--- src/rtl/multi_cycle_control.sv ---
// multi_cycle_control: multi-cycle sequencer for the MIPS-subset datapath.
// Walks FETCH/DECODE/EXEC/MEM/WB, decodes the IR into per-state control
// words, and handles im/dm wait states with an optional timeout.
// Optional build: define MULTI_CYCLE_CONTROL_PERF_EN to add the
// perf_cycles / perf_retired counters.
module multi_cycle_control #(
  parameter int ALU_OP_W    = 3,
  parameter int MEM_TIMEOUT = 0,
  parameter int TMO_CNT_W   = 8
) (
  input  logic                clk,
  input  logic                rst_n,
  input  logic [31:0]         instr,
  input  logic                im_ready,
  input  logic                dm_ready,
  input  logic                alu_zero,
  output logic [2:0]          state,
  output logic                im_req,
  output logic                ir_write,
  output logic                pc_write,
  output logic [1:0]          npc_mode,
  output logic                rf_we,
  output logic                rf_waddr_sel,
  output logic                rf_wdata_sel,
  output logic                alu_src,
  output logic [ALU_OP_W-1:0] alu_op,
  output logic [1:0]          ext_mode,
  output logic                dm_req,
  output logic                dm_we,
  output logic                illegal_instr,
  output logic                bus_error
`ifdef MULTI_CYCLE_CONTROL_PERF_EN
  ,
  output logic [31:0]         perf_cycles,
  output logic [31:0]         perf_retired
`endif
);

  localparam logic [2:0] S_IDLE   = 3'd0;
  localparam logic [2:0] S_FETCH  = 3'd1;
  localparam logic [2:0] S_DECODE = 3'd2;
  localparam logic [2:0] S_EXEC   = 3'd3;
  localparam logic [2:0] S_MEM    = 3'd4;
  localparam logic [2:0] S_WB     = 3'd5;

  localparam logic [ALU_OP_W-1:0] ALU_ADD = ALU_OP_W'(0);
  localparam logic [ALU_OP_W-1:0] ALU_SUB = ALU_OP_W'(1);
  localparam logic [ALU_OP_W-1:0] ALU_OR  = ALU_OP_W'(2);

  localparam logic [1:0] EXT_ZERO = 2'd0;
  localparam logic [1:0] EXT_SIGN = 2'd1;
  localparam logic [1:0] EXT_PAD  = 2'd2;

  localparam logic [1:0] NPC_SEQ = 2'd0;
  localparam logic [1:0] NPC_BR  = 2'd1;
  localparam logic [1:0] NPC_J   = 2'd2;

  logic [2:0]           state_d;
  logic [TMO_CNT_W-1:0] cnt, cnt_d, cnt_inc;
  logic                 tmo;

  // Instruction decode; only the fields of the supported subset matter.
  logic [5:0] op, fn;
  logic is_addu, is_subu, is_ori, is_lui, is_lw, is_sw, is_beq, is_j, is_nop;
  logic is_legal;

  assign op       = instr[31:26];
  assign fn       = instr[5:0];
  assign is_nop   = (instr == 32'h0);
  assign is_addu  = (op == 6'h00) && (fn == 6'h21);
  assign is_subu  = (op == 6'h00) && (fn == 6'h23);
  assign is_ori   = (op == 6'h0D);
  assign is_lui   = (op == 6'h0F);
  assign is_lw    = (op == 6'h23);
  assign is_sw    = (op == 6'h2B);
  assign is_beq   = (op == 6'h04);
  assign is_j     = (op == 6'h02);
  assign is_legal = is_nop | is_addu | is_subu | is_ori | is_lui |
                    is_lw | is_sw | is_beq | is_j;

  // Wait counter saturates; a timeout only exists when MEM_TIMEOUT is nonzero.
  assign cnt_inc = (cnt == {TMO_CNT_W{1'b1}}) ? cnt : cnt + 1'b1;
  assign tmo     = (MEM_TIMEOUT != 0) && (cnt == TMO_CNT_W'(MEM_TIMEOUT));

  // State register and wait counter.
  always_ff @(posedge clk or negedge rst_n) begin
    if (!rst_n) begin
      state <= S_IDLE;
      cnt   <= '0;
    end else begin
      state <= state_d;
      cnt   <= cnt_d;
    end
  end

  // Datapath operand/ALU selection, held from EXEC through MEM and WB.
  always_comb begin
    alu_src  = 1'b0;
    alu_op   = ALU_ADD;
    ext_mode = EXT_ZERO;
    if (state == S_EXEC || state == S_MEM || state == S_WB) begin
      if (is_subu || is_beq) begin
        alu_op = ALU_SUB;
      end else if (is_ori) begin
        alu_src = 1'b1;
        alu_op  = ALU_OR;
      end else if (is_lui) begin
        alu_src  = 1'b1;
        alu_op   = ALU_OR;
        ext_mode = EXT_PAD;
      end else if (is_lw || is_sw) begin
        alu_src  = 1'b1;
        ext_mode = EXT_SIGN;
      end
    end
  end

  // Next state, strobes and wait counter update. The counter is zero in
  // every state except while a request is waiting, so entry to FETCH/MEM
  // always sees a cleared counter.
  always_comb begin
    state_d       = state;
    cnt_d         = '0;
    im_req        = 1'b0;
    ir_write      = 1'b0;
    pc_write      = 1'b0;
    npc_mode      = NPC_SEQ;
    rf_we         = 1'b0;
    rf_waddr_sel  = 1'b0;
    rf_wdata_sel  = 1'b0;
    dm_req        = 1'b0;
    dm_we         = 1'b0;
    illegal_instr = 1'b0;
    bus_error     = 1'b0;
    case (state)
      S_IDLE: state_d = S_FETCH;
      S_FETCH: begin
        im_req = 1'b1;
        if (im_ready) begin
          ir_write = 1'b1;
          state_d  = S_DECODE;
        end else if (tmo) begin
          bus_error = 1'b1;           // retry with a fresh counter
        end else begin
          cnt_d = cnt_inc;
        end
      end
      S_DECODE: begin
        if (is_j) begin
          pc_write = 1'b1;
          npc_mode = NPC_J;
          state_d  = S_FETCH;
        end else if (is_nop) begin
          pc_write = 1'b1;
          state_d  = S_FETCH;
        end else if (!is_legal) begin
          illegal_instr = 1'b1;
          pc_write      = 1'b1;
          state_d       = S_FETCH;
        end else begin
          state_d = S_EXEC;
        end
      end
      S_EXEC: begin
        if (is_beq) begin
          pc_write = 1'b1;
          npc_mode = alu_zero ? NPC_BR : NPC_SEQ;
          state_d  = S_FETCH;
        end else if (is_lw || is_sw) begin
          state_d = S_MEM;
        end else begin
          state_d = S_WB;
        end
      end
      S_MEM: begin
        dm_req = 1'b1;
        dm_we  = is_sw;
        if (dm_ready) begin
          if (is_sw) begin
            pc_write = 1'b1;
            state_d  = S_FETCH;
          end else begin
            state_d = S_WB;
          end
        end else if (tmo) begin
          bus_error = 1'b1;           // abandon access, skip any RF write
          pc_write  = 1'b1;
          state_d   = S_FETCH;
        end else begin
          cnt_d = cnt_inc;
        end
      end
      S_WB: begin
        rf_we        = 1'b1;
        pc_write     = 1'b1;
        rf_waddr_sel = is_addu | is_subu;
        rf_wdata_sel = is_lw;
        state_d      = S_FETCH;
      end
      default: state_d = S_IDLE;
    endcase
  end

`ifdef MULTI_CYCLE_CONTROL_PERF_EN
  // Free-running activity counters; wrap naturally at 2^32.
  always_ff @(posedge clk or negedge rst_n) begin
    if (!rst_n) begin
      perf_cycles  <= '0;
      perf_retired <= '0;
    end else begin
      if (state != S_IDLE)
        perf_cycles <= perf_cycles + 32'd1;
      if (pc_write && !illegal_instr && !bus_error)
        perf_retired <= perf_retired + 32'd1;
    end
  end
`endif

endmodule

--- config.mk ---
export PLATFORM = sky130hd
export DESIGN_NAME = multi_cycle_control
export DESIGN_NICKNAME = d
export VERILOG_FILES = /design/src/rtl/multi_cycle_control.sv
export SDC_FILE = /design/constraint.sdc
export NUM_CORES = 1
export LEC_CHECK = 0
export CORE_ASPECT_RATIO = 0.9
export CORE_MARGIN = 1
export CORE_UTILIZATION = 30
export DETAILED_ROUTE_END_ITERATION = 6
export PLACE_DENSITY_LB_ADDON = 0.05
export SETUP_SLACK_MARGIN = 0.3
export SYNTH_ARGS = -nofsm -noshare
export SYNTH_HDL_FRONTEND = slang
export SYNTH_SLANG_ARGS = --single-unit
--- constraint.sdc ---
create_clock -name clk -period 1.7 [get_ports clk]
set_input_delay 0.17 -clock clk [delete_from_list [all_inputs] [get_ports clk]]
set_output_delay 0.17 -clock clk [all_outputs]
set_load 0.02 [all_outputs]
==> flow_summary.json, run 1 <==
{
  "status": "did not finish",
  "failed_stage": "global routing",
  "firstError": "[ERROR DPL-0038] Utilization greater than 100%, impossible to legalize",
  "gp_congestion": 0.857,
  "ys_seq_area_frac": 0.122,
  "rows": 15,
  "cts_buffers": 3,
  "netlist_instances": 89,
  "yosysTopAreaCell": "dfrtp_1",
  "syn_area_per_cell_sq_um": 6.92,
  "pin_count": 58,
  "endpoint_type": "register input",
  "dp_hpwl_um": 2320,
  "start_util": 0.322,
  "synth_area_sq_um": 616,
  "synth.area.top_cells": "dfrtp_1 12%, nor3_1 6.5%, nor2_1 6.1%",
  "die_w_um": 49.8,
  "synth_common_cells": "10 x nor2_1, 9 x nand2_1, 8 x nor3_1",
  "synth.top_cell.area_share": 0.122,
  "cts_root_buf": "clkbuf_4",
  "dieHeight_um": 45.0,
  "yosys_register_bits": 3,
  "yosysMostFrequentCell": "nor2_1",
  "grt_max_degree": 7,
  "clk_path_buf_depth": 2,
  "port_buffers": 55,
  "worst_endpoint": "state[1]$_DFFE_PN0P_/D",
  "synthDistinctLibCells": 35,
  "async_flop_share": 1.00,
  "clkSinkCount": 3,
  "synth_edf_count": 0,
  "cts_max_level": 1,
  "synth_flop_cell": "dfrtp_1",
  "yosysWarnings": 0,
  "cts_hold_buf": 0
}
==> cells by family after synthesis <==
group,share of synthesized area
AO/OA/AOI/OAI,0.175
adder cells (fa/ha/maj),0.0406
buffers and inverters,0.0549
flip-flops,0.122
other,0.00609
AND/OR/NAND/NOR,0.602
==> through the flow <==
step           TNS, ns  instance area (sq um)  instances  setup slack (ns)
3_5_place_dp    -10.51                   1600        203            -0.961
3_3_place_gp     -9.70                   1600        203            -0.884
4_1_cts         -0.609                   1850        217            -0.119
2_1_floorplan        0                    758         90             0.125
==> repair_timing <==
item | in CTS
hold endpoints to repair | 0
pin swaps | 23
endpoints found under the setup margin | 22
resized for setup | 172
buffers inserted | 10
gates cloned | 0
==> run 2: changes to the inputs <==
==> config.mk (replaced) <==
export PLATFORM = sky130hd
export DESIGN_NAME = multi_cycle_control
export DESIGN_NICKNAME = d
export VERILOG_FILES = /design/src/rtl/multi_cycle_control.sv
export SDC_FILE = /design/constraint.sdc
export NUM_CORES = 1
export LEC_CHECK = 0
export CORE_AREA = 2 2 63 65
export DETAILED_ROUTE_END_ITERATION = 6
export DIE_AREA = 0 0 65 67
export PLACE_DENSITY_LB_ADDON = 0.15
export SYNTH_ARGS = -nofsm -noshare
export SYNTH_HDL_FRONTEND = slang
export SYNTH_SLANG_ARGS = --single-unit
==> run 2 against run 1 <==
  * The flow now finishes, with violations (setup timing)
  * Area after synthesis unchanged
  * Synthesized cell count did not move
==> flow_summary.json, run 2 <==
{
  "drv_cap": 0,
  "cts_root_buf": "clkbuf_8",
  "status": "finished, violations left",
  "die_w_um": 65,
  "worstPathRequired_ns": 1.53,
  "dieHeight_um": 67,
  "layout_min_cycle_time_ns": 1.89,
  "fp.coreArea_sq_um": 3610,
  "drtPass1Iterations": 4,
  "yosysTopAreaCell": "dfrtp_1",
  "crit_slowest_cell": "or4_4",
  "arrival_ns": 1.72,
  "cp_max_fo": 3,
  "rows": 22,
  "synth_top_family_by_area": "simple AND/OR/NAND/NOR gates",
  "yosysMostFrequentCell": "nor2_1",
  "start_util": 0.171,
  "synth.top_cell.area_share": 0.122,
  "yosys.area_share.xor_xnor": 0,
  "dieArea_sq_um": 4360,
  "tns_ns": -0.664,
  "synth_flop_cell": "dfrtp_1",
  "seqPwrFrac": 0.110,
  "cts_max_level": 1,
  "vias_per_cell": 4.45,
  "crit_path_frequent_cell": "buf_6",
  "grt_max_degree": 10,
  "netlist_instances": 89,
  "setup_viol": 8,
  "synth_edf_count": 0,
  "peakVddDrop_v": 0.000330,
  "hold_viol_final": 0,
  "cp_top_family": "simple AND/OR/NAND/NOR gates",
  "yosys_register_bits": 3,
  "final_area_sq_um": 1850,
  "antenna_left": 0,
  "synth_mux_area_frac": 0,
  "n_fill_cell": 344,
  "grt_pass1_wl_um": 5100,
  "path_cells": "buf_6 -> or4_4 -> buf_6 -> nor4b_4 -> nor3_2 -> nor2_1 -> a211oi_2 -> buf_4",
  "finalCritPeriodShare": 1.11,
  "leakage_nw": 0.826,
  "clk_path_buf_depth": 2,
  "cts_hold_buf": 0,
  "synth.area.top_cells": "dfrtp_1 12%, nor3_1 6.5%, nor2_1 6.1%",
  "p_sw_uw": 586,
  "antenna_found_initial": 0,
  "hp-class": "primary input to async pin",
  "power.share.switching": 0.398,
  "layout_common_cells": "47 x buf_4, 26 x clkdlybuf4s50_1, 18 x buf_6, 9 x nand2_1, 7 x nor2_1",
  "crit_path_max_incr_delay_ns": 0.55,
  "async_flop_share": 1.00,
  "violations": "setup timing",
  "nets": 236,
  "cts.reportedPaths.clkPinSlew_ns": 0.03,
  "synth_compound_area_frac": 0.175,
  "port_buffers": 55,
  "synth_area_sq_um": 616,
  "register_area_sq_um": 77.6,
  "ys_seq_area_frac": 0.122,
  "crit_buf_inv": 3,
  "synth_common_cells": "10 x nor2_1, 9 x nand2_1, 8 x nor3_1",
  "p_int_uw": 888,
  "totalWireLength_um": 3210,
  "grt_pass1_vias": 1164,
  "yosysWarnings": 0,
  "end_kind": "output port",
  "wl_per_cell_um": 13.1,
  "pin_count": 58,
  "drc": 0,
  "p_total_mw": 1.47,
  "clkSinkCount": 3,
  "syn_area_per_cell_sq_um": 6.92,
  "clkPwrFrac": 0.140,
  "rsz0062_at_grt": "yes",
  "largest_reg_flops": 3,
  "grt.total_usage": 0.150,
  "final_common_cell": "buf_4",
  "dp_hpwl_um": 2300,
  "power_density_nw_per_um2": 798,
  "dr_total_vias": 1085,
  "top_regs": "state x3",
  "slew_violations": 0,
  "gp_congestion": 0.839,
  "fmax_mhz": 528,
  "skew_ns": 0.000340,
  "antenna_cells": 0,
  "synthDistinctLibCells": 35,
  "setup.worst_path.start_class": "primary input",
  "pwr-share-comb": 0.751,
  "drt_iter0_drc": 38,
  "layout-drive-gt1-share": 0.561,
  "yosys.area_share.simple": 0.602,
  "synth_adder_area_share": 0.0407,
  "clkLatencyLatePin_ns": 0.21,
  "multi_input_area_sq_um": 717,
  "cts_tree": "built",
  "path_class": "primary input to output port",
  "placed_cell_area_sq_um": 1500,
  "area_delta_synth_final_pct": 200,
  "grt_overflow_total": 0,
  "fin_ws_ns": -0.195,
  "cts_buffers": 3,
  "top_register": "state"
}
==> run 2: cell counts after synthesis <==
Identical to the previous run, type by type.
==> run 2: cells by family (layout without fill, tap and decap cells) <==
| family | count (synthesis) | count (layout) |
|---|---|---|
| AO/OA/AOI/OAI | 14 | 14 |
| adder cells (fa/ha/maj) | 2 | 2 |
| buffers and inverters | 7 | 113 |
| flip-flops | 3 | 3 |
| other | 1 | 2 |
| AND/OR/NAND/NOR | 62 | 62 |
==> run 2: what timing repair did <==
item,CTS,global route
setup buffers,7,8
endpoints found under the setup margin,19,17
gates resized for setup,136,33
pin swaps,17,21
==> run 2: layer usage <==
| metal | part of all wire | vias up | global-route usage |
|---|---|---|---|
| met1 | 0.39 | 507 | 0.161 |
| met3 | 0.031 | 2 | 0.0186 |
| li1 | - | 547 | - |
| met2 | 0.58 | 29 | 0.298 |
| met5 | 0 | - | 0 |
| met4 | 0.0025 | 0 | 0.0505 |
==> run 2: final timing paths <==
check	slack, ns	start	end	cells after the start
hold reg to reg	0.66	state[1]$_DFFE_PN0P_	state[0]$_DFFE_PN0P_	2
setup reg to reg	-0.02	state[1]$_DFFE_PN0P_	state[1]$_DFFE_PN0P_	7
setup / recovery	-0.19	instr[29]	pc_write	8
hold / removal	0.14	rst_n	state[2]$_DFFE_PN0P_	1
min in group clk	0.64	instr[27]	state[2]$_DFFE_PN0P_	6
max in group asynchronous	1.40	rst_n	state[0]$_DFFE_PN0P_	1
==> run 2: layout make-up <==
type                       count  share of cell area
multi-input combinational     80               0.388
timing repair buffer         104               0.502
inverter                       5              0.0115
sequential                     3              0.0420
tap                           48              0.0325
clock buffer                   4              0.0244
==> run 2: through the flow <==
step | setup slack [ns] | hold WS (ns) | instances | util
4_1_cts | -0.201 | 0.143 | 238 | 0.476
5_1_grt | -0.279 | 0.152 | 244 | 0.512
3_5_place_dp | -0.976 | 0.369 | 227 | 0.416
2_1_floorplan | -0.000933 | -0.126 | 90 | -
3_3_place_gp | -0.973 | 0.363 | 227 | 0.416
6_report | -0.195 | 0.143 | 244 | 0.512
==> run 2: power by group through the flow <==
stage | sequential [mW] | combinational, mW | clock (mW)
floorplan | 0.183 | 0.308 | 0
global placement | 0.137 | 0.850 | 0
detailed placement | 0.137 | 0.847 | 0
CTS | 0.156 | 0.992 | 0.209
global route | 0.166 | 1.19 | 0.223
finish | 0.162 | 1.11 | 0.206
No activity file was read; power rests on OpenSTA's default activity.
==> run 3: changes to the inputs <==
--- a/config.mk
+++ b/config.mk
@@ -8,6 +8,7 @@
 export CORE_AREA = 2 2 63 65
 export DETAILED_ROUTE_END_ITERATION = 6
 export DIE_AREA = 0 0 65 67
+export HOLD_SLACK_MARGIN = 0.15
 export PLACE_DENSITY_LB_ADDON = 0.15
 export SYNTH_ARGS = -nofsm -noshare
 export SYNTH_HDL_FRONTEND = slang
==> run 3 against run 2 <==
  * The run still ends with setup timing left
  * Final area fell by 0.20%
  * Utilization fell by 0.10 points
  * Final cell count did not move
  * Non-clock buffer count did not move
  * Total power fell by 1.8%
  * Via count did not move
  * Flip-flop and latch count did not move
  * Sequential power barely moved
  * Clock skew barely moved
  * Global-route usage fell by 0.25 points
  * Critical path depth did not move
  * Worst hold slack improved by 0.52 ns
==> flow_summary.json, run 3 (same netlist as run 2, synthesis figures left out) <==
{
  "wl_per_cell_um": 12.9,
  "cts_max_level": 1,
  "grt_pass1_wl_um": 5040,
  "cts_tree": "built",
  "timing.rr.end": "state[1]$_DFFE_PN0P_",
  "hp-class": "flip-flop to flip-flop",
  "drtPass1Iterations": 4,
  "crit_buf_inv": 3,
  "port_buffers": 55,
  "crit_path_max_incr_delay_ns": 0.55,
  "drt_iter0_drc": 32,
  "clk_path_buf_depth": 2,
  "gp_congestion": 0.839,
  "rows": 22,
  "fin_ws_ns": -0.195,
  "start_util": 0.171,
  "fp.coreArea_sq_um": 3610,
  "p_sw_uw": 575,
  "setup_viol": 7,
  "layout_min_cycle_time_ns": 1.90,
  "setup.worst_path.start_class": "primary input",
  "final_common_cell": "buf_4",
  "antenna_left": 0,
  "clkPwrFrac": 0.143,
  "area_delta_synth_final_pct": 200,
  "clkLatencyLatePin_ns": 0.22,
  "vias_per_cell": 4.45,
  "cp_top_family": "simple AND/OR/NAND/NOR gates",
  "cts_buffers": 3,
  "pin_count": 58,
  "cp_max_fo": 3,
  "fmax_mhz": 528,
  "status": "finished, violations left",
  "utilization": 0.511,
  "finalCritPeriodShare": 1.11,
  "seqPwrFrac": 0.111,
  "drc": 0,
  "pwr-share-comb": 0.745,
  "path_cells": "buf_6 -> or4_4 -> buf_6 -> nor4b_4 -> nor3_2 -> nor2_1 -> a211oi_2 -> buf_4",
  "antenna_found_initial": 0,
  "crit_slowest_cell": "or4_4",
  "p_int_uw": 872,
  "die_w_um": 65,
  "dr_total_vias": 1085,
  "leakage_nw": 0.822,
  "path_class": "primary input to output port",
  "dieHeight_um": 67,
  "hold_viol_final": 0,
  "dieArea_sq_um": 4360,
  "grt.total_usage": 0.147,
  "grt_max_degree": 10,
  "nets": 236,
  "top_regs": "state x3",
  "drv_cap": 0,
  "min_path_cells": 2,
  "antenna_cells": 0,
  "min_to": "state[0]$_DFFE_PN0P_",
  "grt_pass1_vias": 1167,
  "final_area_sq_um": 1840,
  "cts_root_buf": "clkbuf_8",
  "slew_violations": 0,
  "peakVddDrop_v": 0.000298,
  "layout_common_cells": "46 x buf_4, 26 x clkdlybuf4s50_1, 18 x buf_6, 9 x nand2_1, 7 x nor2_1",
  "reg2reg_setup_slack_ns": 0.01,
  "top_register": "state",
  "skew_ns": 0.000268,
  "totalWireLength_um": 3160,
  "layout-drive-gt1-share": 0.556,
  "cts.reportedPaths.clkPinSlew_ns": 0.03,
  "grt_overflow_total": 0,
  "hold_slack_ns": 0.666,
  "end_kind": "output port",
  "violations": "setup timing",
  "clkSinkCount": 3,
  "r2r_cells": 7,
  "r2r-start": "state[2]$_DFFE_PN0P_",
  "arrival_ns": 1.73,
  "rsz0062_at_grt": "yes",
  "power.share.switching": 0.397,
  "crit_path_frequent_cell": "buf_6",
  "dp_hpwl_um": 2300,
  "power_density_nw_per_um2": 785,
  "worstPathRequired_ns": 1.53,
  "placed_cell_area_sq_um": 1500,
  "tns_ns": -0.640,
  "worstHoldStart": "state[1]$_DFFE_PN0P_",
  "largest_reg_flops": 3
}
[run 3: cell count changes in the layout (fill, tap and decap cells not counted)]
cell           delta
dlygate4sd3_1     +1
nor3_4            -1
nor3_2            +1
buf_4             -1
[run 3: worst max path at each step]
stage / start / endpoint / slack, ns / depth (start not counted)
after floorplan: state[1]$_DFFE_PN0P_ / alu_src / -0.0009 / 4
after global placement: instr[31] / pc_write / -0.97 / 9
after detailed placement: instr[26] / pc_write / -0.98 / 8
after CTS: instr[27] / pc_write / -0.20 / 8
after global routing: instr[29] / pc_write / -0.28 / 8
final: instr[29] / pc_write / -0.20 / 8
[run 3: worst register-to-register path, delay by kind of cell, from the launching register on]
family	cells	cell delay [ns]
DFF	1	0.40
buffers and inverters	2	0.24
and+or+nand+nor	4	0.85
AOI/OAI and AO/OA	1	0.13
[run 3: through the flow]
step | power [mW] | worst slack, ns | instances
after global placement | 0.987 | -0.973 | 227
final | 1.45 | -0.195 | 244
after global routing | 1.55 | -0.279 | 244
after CTS | 1.36 | -0.201 | 239
after detailed placement | 0.985 | -0.976 | 227
after floorplan | 0.490 | -0.000933 | 90
[run 3: power groups by stage]
| stage | clock network [mW] | logic [mW] | registers [mW] |
|---|---|---|---|
| 6_report | 0.208 | 1.08 | 0.161 |
| 4_1_cts | 0.209 | 0.994 | 0.156 |
| 2_1_floorplan | 0 | 0.308 | 0.183 |
| 5_1_grt | 0.223 | 1.16 | 0.165 |
| 3_5_place_dp | 0 | 0.847 | 0.137 |
| 3_3_place_gp | 0 | 0.850 | 0.137 |
[run 3: cell type report]
class / count / area [sq um]
Clock buffer: 4 / 45.0
Multi-Input combinational cell: 80 / 711
Fill cell: 342 / 1760
Sequential cell: 3 / 77.6
Tap cell: 48 / 60.1
Timing Repair Buffer: 104 / 930
Inverter: 5 / 21.3
[run 3: what timing repair did]
action	4_1_cts	5_1_grt
pin swaps	17	18
hold endpoints to repair	3	0
buffers inserted	7	6
hold buffers	1	0
endpoints found under the setup margin	19	17
gates resized for setup	136	31
[run 3: per-layer routing]
metal	vias up	global-route usage	wire, um
met2	25	0.290	1820
met4	0	0.0505	8
met5	-	0	0
met3	2	0.0186	90
li1	546	-	-
met1	512	0.160	1240
